**config.mk**
```make
export PLATFORM = sky130hd
export DESIGN_NAME = uart_receiver
export DESIGN_NICKNAME = d
export VERILOG_FILES = /design/src/rtl/uart_receiver.sv
export SDC_FILE = /design/constraint.sdc
export NUM_CORES = 1
export LEC_CHECK = 0
export CAP_MARGIN = 20
export CORE_MARGIN = 8
export CORE_UTILIZATION = 40
export DETAILED_ROUTE_END_ITERATION = 8
export PLACE_DENSITY_LB_ADDON = 0.25
export SYNTH_ARGS = -nofsm -noshare
export SYNTH_HDL_FRONTEND = slang
export SYNTH_SLANG_ARGS = --single-unit
```
**constraint.sdc**
```tcl
create_clock -name clk -period 1.9 [get_ports clk]
set_input_delay 0.475 -clock clk [delete_from_list [all_inputs] [get_ports clk]]
set_output_delay 0.475 -clock clk [all_outputs]
set_load 0.05 [all_outputs]
```
**src/rtl/uart_receiver.sv**
```systemverilog
// 16x-oversampling UART receiver (8N1; 8E1 when UART_RX_PARITY_EN is defined).
// rdy/rdy_clr: rdy rises with a new byte in data_out and falls on the edge after rdy_clr; a new byte wins over rdy_clr.
module uart_receiver #(
    parameter int OVS_DIV = 27
) (
    input  logic       clk,
    input  logic       rst,
    input  logic       rx,
    input  logic       rdy_clr,
    output logic       rdy,
    output logic [7:0] data_out,
    output logic       busy,
    output logic       frame_err,
    output logic       overrun,
    output logic       parity_err
);

    typedef enum logic [2:0] {
        IDLE      = 3'd0,
        START     = 3'd1,
        DATA      = 3'd2,
        STOP      = 3'd3,
        WAIT_HIGH = 3'd4
`ifdef UART_RX_PARITY_EN
        , PARITY  = 3'd5
`endif
    } state_t;

    state_t      state;
    state_t      state_next;
    logic [1:0]  sync;
    logic        rxs;
    logic [15:0] div_cnt;
    logic        tick;
    logic [3:0]  tick_cnt;
    logic        last_tick;
    logic [2:0]  bit_cnt;
    logic [7:0]  shift;
    logic        par_bad;
    logic        bit_sample;
    logic        stop_sample;

    always_ff @(posedge clk) begin
        if (rst) sync <= 2'b11;
        else     sync <= {sync[0], rx};
    end
    assign rxs = sync[1];

    // The divider is held at zero while idle so every frame starts with a fresh phase.
    always_ff @(posedge clk) begin
        if (rst || state == IDLE) div_cnt <= '0;
        else if (tick)            div_cnt <= '0;
        else                      div_cnt <= div_cnt + 16'd1;
    end
    assign tick      = (div_cnt == 16'(OVS_DIV - 1));
    assign last_tick = tick && (tick_cnt == 4'd15);

    always_ff @(posedge clk) begin
        if (rst || state == IDLE) begin
            tick_cnt <= '0;
        end else if (tick) begin
            if (state == START && tick_cnt == 4'd7) tick_cnt <= '0;
            else                                    tick_cnt <= tick_cnt + 4'd1;
        end
    end

    always_ff @(posedge clk) begin
        if (rst || state == IDLE) bit_cnt <= '0;
        else if (bit_sample)      bit_cnt <= bit_cnt + 3'd1;
    end

    always_ff @(posedge clk) begin
        if (rst)             shift <= '0;
        else if (bit_sample) shift <= {rxs, shift[7:1]};
    end

`ifdef UART_RX_PARITY_EN
    always_ff @(posedge clk) begin
        if (rst || state == IDLE)                par_bad <= 1'b0;
        else if (state == PARITY && last_tick)   par_bad <= (rxs != ^shift);
    end
`else
    assign par_bad = 1'b0;
`endif

    // State register
    always_ff @(posedge clk) begin
        if (rst) state <= IDLE;
        else     state <= state_next;
    end

    // Next-state logic
    always_comb begin
        state_next = state;
        case (state)
            IDLE:      if (!rxs) state_next = START;
            START:     if (tick && tick_cnt == 4'd7) state_next = rxs ? IDLE : DATA;
            DATA: begin
                if (last_tick && bit_cnt == 3'd7) begin
`ifdef UART_RX_PARITY_EN
                    state_next = PARITY;
`else
                    state_next = STOP;
`endif
                end
            end
`ifdef UART_RX_PARITY_EN
            PARITY:    if (last_tick) state_next = STOP;
`endif
            STOP:      if (last_tick) state_next = rxs ? IDLE : WAIT_HIGH;
            WAIT_HIGH: if (rxs) state_next = IDLE;
            default:   state_next = IDLE;
        endcase
    end

    // Output decode
    always_comb begin
        busy        = (state != IDLE);
        bit_sample  = (state == DATA) && last_tick;
        stop_sample = (state == STOP) && last_tick;
    end

    always_ff @(posedge clk) begin
        if (rst) begin
            rdy       <= 1'b0;
            data_out  <= 8'h00;
            frame_err <= 1'b0;
            overrun   <= 1'b0;
        end else if (stop_sample) begin
            frame_err <= !rxs;
            if (rxs && !par_bad) begin
                data_out <= shift;
                rdy      <= 1'b1;
                if (rdy && !rdy_clr) overrun <= 1'b1;
            end else if (rdy_clr) begin
                rdy     <= 1'b0;
                overrun <= 1'b0;
            end
        end else if (rdy_clr) begin
            rdy     <= 1'b0;
            overrun <= 1'b0;
        end
    end

`ifdef UART_RX_PARITY_EN
    always_ff @(posedge clk) begin
        if (rst)              parity_err <= 1'b0;
        else if (stop_sample) parity_err <= par_bad;
    end
`else
    assign parity_err = 1'b0;
`endif

endmodule
```
* Word-level counts from Yosys, hierarchy flattened
Index checks and enable logic that the tools add are counted.
** Operators by class
- Add/sub/neg operators :: 3
- Eq/ne operators :: 14
- Multiplexer cells :: 16
- Reductions and logical operators :: 15
** Operators by type and width (count)
- 2-to-1 mux 3 bit :: 6
- adder 16 x 1 -> 16 bit, second input constant :: 1
- equality test 16 x 5 -> 1 bit, second input constant :: 1
- one-hot mux 3 bit (5 select lines) :: 1
- != test 2 bit, second input constant :: 4
- logical AND 1 bit :: 7
- 2-to-1 mux 1 bit :: 7
- equality test 3 x 2 -> 1 bit, second input constant :: 2
- equality test 3 bit, second input constant :: 2
- AND reduction 5 bit :: 1
- adder 4 x 1 -> 4 bit, second input constant :: 1
- equality test 4 x 3 -> 1 bit, second input constant :: 1
- equality test 4 bit, second input constant :: 1
- 2-to-1 mux 4 bit :: 1
- adder 3 x 1 -> 3 bit, second input constant :: 1
- equality test 3 x 1 -> 1 bit, second input constant :: 1
- logical NOT 3 bit :: 1
- != test 3 x 2 -> 1 bit, second input constant :: 1
- nonzero test 3 bit :: 1
- logical NOT 1 bit :: 2
- 2-to-1 mux 2 bit :: 1
- != test 2 x 1 -> 1 bit, second input constant :: 1
- AND reduction 2 bit :: 1
- OR reduction 2 bit :: 1
- logical OR 1 bit :: 1
** Word-level totals
- Bits in registers :: 47
- Input port bits :: 4
- Output and inout bits :: 13

* Depth between registers and ports, before layout
- Word-level depth :: 5
- Mapped depth :: 8

* Least setup slack after synthesis
Ideal clock, no wire load.
- Path type :: flip-flop to flip-flop
- Start point :: register tick_cnt[0]
- End point :: register bit_cnt[0]
- Setup time :: 0.120 ns
- Data arrival time :: 1.601 ns
- Data required time :: 1.780 ns
- Slack :: 0.179 ns
- Stages on the path, launching flop included :: 7
- Path through :: dfxtp_1 > ha_1 > and4_1 > nand2_1 > or4_4 > buf_6 > mux2i_1
** On the way
- Cells in the longest elaborated chain, start to end :: 3
** Ends and longest elaborated chain
- start: declaration :: line 35 : logic [3:0] tick_cnt;
- start signal: assignment :: line 63 : else tick_cnt <= tick_cnt + 4'd1;
- equality test 4 bit :: line 56 : assign last_tick = tick && (tick_cnt == 4'd15);
- logical AND 1 bit :: line 56
- logical AND 1 bit :: line 119 : bit_sample = (state == DATA) && last_tick;
- end signal: assignment :: line 69 : else if (bit_sample) bit_cnt <= bit_cnt + 3'd1;
- end: declaration :: line 37 : logic [2:0] bit_cnt;
Every way passes these cells.
A chain may end at the register's enable or synchronous reset.

* Worst setup path after layout
- Start point :: register div_cnt[7]
- End point :: register shift[4]
** On the way
- Cells in the longest elaborated chain, start to end :: 3
** Ends and longest elaborated chain
- start: declaration :: line 33 : logic [15:0] div_cnt;
- start signal: assignment :: line 53 : else div_cnt <= div_cnt + 16'd1;
- equality test 16 x 5 -> 1 bit :: line 55 : assign tick = (div_cnt == 16'(OVS_DIV - 1));
- logical AND 1 bit :: line 56
- logical AND 1 bit :: line 119
- end signal: assignment :: line 74 : else if (bit_sample) shift <= {rxs, shift[7:1]};
- end: declaration :: line 38 : logic [7:0] shift;
Every way passes these cells.

==> results.toml <==
[status]
status = "finished clean"

[cts]
cts_buffer_depth = 2
htreeDepth = 2
numCtsBuffers = 5
hold_buffers = 0
cts_root_buf = "clkbuf_8"
cts_setup_buffers = 0
cts_resized = 0
cts_sinks = 47
cts_tree = "built"
clkLatencyLatePin_ns = 0.31
clk_pin_slew_ns = 0.09

[min_path]
hold_depth = 1
min_from = "sync[0]$_SDFF_PP1_"
hold_class = "flip-flop to flip-flop"
hold_end = "sync[1]$_SDFF_PP1_"

[die]
ios = 17
num_rows = 26
die-area_mm2 = 0.00802
start_util_pct = 41.8
core_region_area_mm2 = 0.00517
die_h_um = 89.6
fp.dieW_um = 89.6

[sta]
post-route-period-util_pct = 94.5
finalWorstPathRequiredPeriod_ns = 1.80
tns_ns = 0
setup_viol = 0
maxSlewViolCount = 0
fin_skew_ns = 0.0123
fmax_ghz = 0.557
finalHoldViolCount = 0
rsz0062_at_grt = "no"

[setup_path]
cp.required_ns = 2.09
crit_slowest_cell = "or4_4"
critPathMaxFanout = 11
r2r-start = "div_cnt[7]$_SDFF_PP0_"
r2r_setup_slack_ns = 0.10
path_cells = "nor4_2, nand4_1, or4_4, mux2i_1"
end_kind = "flip-flop"
reg2reg_to = "shift[4]$_SDFFE_PP0P_"
critPathMaxStageDelay_ns = 0.64
timing_worst_setup_path_type = "flip-flop to flip-flop"
worstPathArrival_ns = 1.98
worstRegToRegCells = 4
cp-start-kind = "flip-flop"

[synth]
syn_avg_cell_area_um2 = 8.91
yosysTopAreaCellShare_pct = 43.5
ys_ff_latch = 47
synth_cell_types = 41
yosysTopAreaCell = "dfxtp_1"
syn_nets = 252
seq_area_frac_synth_pct = 43.5
synthCells = 243
synth_area_leaders = "dfxtp_1 (43%), mux2i_1 (5.5%), nand2_1 (4.9%)"
synthesis.area_mm2 = 0.00216
synth_warnings = 0

[drt]
vias = 1793
firstDrtPassIters = 4
drtIter0Drc = 132
wl_mm = 4.62
vias_per_cell = 5.32
wire_per_inst_um = 13.7
postRouteAntennaNets = 0
drc = 0

[global_routing]
grt_antenna_before_repair = 0
busiest_layer = "met2"
grt_pass1_wl_mm = 7.94
grtUsageMet2_pct = 18.6
grt_use_met3_pct = 2.67
overflow = 0
grt_use_total_pct = 12.7
grt_pass1_vias = 1663
grt_max_degree = 16
grt.met1_usage_pct = 17.4

[run]
maxCapViolations = 0

[placed_design]
gp_congestion = 0.776
portBuffers = 15
hpwl_mm = 3.44

[layout]
final_util_pct = 49.4
diodes = 0
area_growth_pct = 18.2
mostFrequentLayoutCells = "dfxtp_1 (47), buf_4 (30), nand2_1 (28)"
layout-drive-gt1-share_pct = 18.7
final_common_cell = "dfxtp_1"
nets = 275

[power_and_ir_drop]
p_leak_nw = 0.986
powerDensity_mw_per_mm2 = 697
power_mw = 1.78
ir_worst_vdd_mv = 0.311
==> registers in the layout (all words and copies together), names as in the netlist <==
name and count:
state 3, overrun 1, div_cnt 16, rdy 1, tick_cnt 4, sync 2
frame_err 1, shift 8, bit_cnt 3, data_out 8
==> worst max path at each step <==
stage | start | end | slack [ns] | depth (start not counted)
floorplan | tick_cnt[0]$_SDFFE_PP0N_ | bit_cnt[0]$_SDFFE_PP0P_ | 0.18 | 6
global placement | rst | tick_cnt[2]$_SDFFE_PP0N_ | 0.13 | 4
detailed placement | div_cnt[0]$_SDFF_PP0_ | shift[4]$_SDFFE_PP0P_ | 0.07 | 6
CTS | state[1]$_SDFFE_PP0P_ | busy | 0.05 | 3
global route | div_cnt[7]$_SDFF_PP0_ | bit_cnt[1]$_SDFFE_PP0P_ | 0.03 | 4
finish | div_cnt[7]$_SDFF_PP0_ | shift[4]$_SDFFE_PP0P_ | 0.10 | 4
==> critical path, delay by kind of cell (launching register included) <==
family,cells,cell delay (ns)
mux,1,0.17
simple gates,3,1.15
flops,1,0.36
==> logic make-up (layout without fill, tap and decap cells) <==
group	Yosys count	in the layout	synth area share, %
flops	47	47	43.5
compound gates	37	37	10.8
buf+inv	22	46	4.97
other cells	1	1	0.173
xor+xnor	12	12	4.86
simple gates	107	107	27.3
fa+ha+maj	5	5	2.89
mux	12	12	5.55
==> power breakdown <==
| group | leakage, nW | internal, mW | switching [mW] | total [mW] |
|---|---|---|---|---|
| logic | 0.549 | 0.0202 | 0.0380 | 0.0582 |
| registers | 0.379 | 0.988 | 0.00407 | 0.992 |
| clock network | 0.0581 | 0.392 | 0.341 | 0.733 |
==> area by class of cell <==
type                       count  area [um2]
tap                           70        87.6
inverter                       4        15.0
clock buffer                   5        68.8
clock inverter                 3        43.8
sequential                    47         941
timing repair buffer          34         275
multi-input combinational    174        1130
fill                         491        2620
==> metrics by stage <==
stage               hold WS (ns)  instances  setup WS, ns  instance area, um2
floorplan                  0.389        243         0.179                2160
global placement           0.394        329         0.131                2430
detailed placement         0.397        329        0.0706                2430
CTS                        0.416        337        0.0465                2550
global route               0.437        337        0.0306                2560
finish                     0.414        337         0.104                2560
==> cell usage after synthesis, drive strengths merged <==
library cell and n:
a211oi 1, a21oi 16, a31oi 2, a32o 1, and2 4, and3 2, and4 4, and4bb 1
buf 8, clkbuf 10, conb 1, dfxtp 47, ha 5, inv 4, mux2i 12, nand2 28
nand2b 1, nand3 9, nand4 16, nor2 18, nor2b 2, nor3 5, nor3b 1, nor4 6
nor4b 1, o21ai 3, o21ba 1, o21bai 1, o31a 1, o31ai 11, or2 2, or3 3
or4 4, xnor2 2, xor2 10
==> layer usage <==
metal / vias to the layer above / part of all wire [%]
met5: - / 0
met4: 0 / 1.6
met3: 7 / 3.7
met2: 33 / 43
met1: 836 / 51
li1: 917 / -
Note: power is estimated with default switching activity, not from simulation.
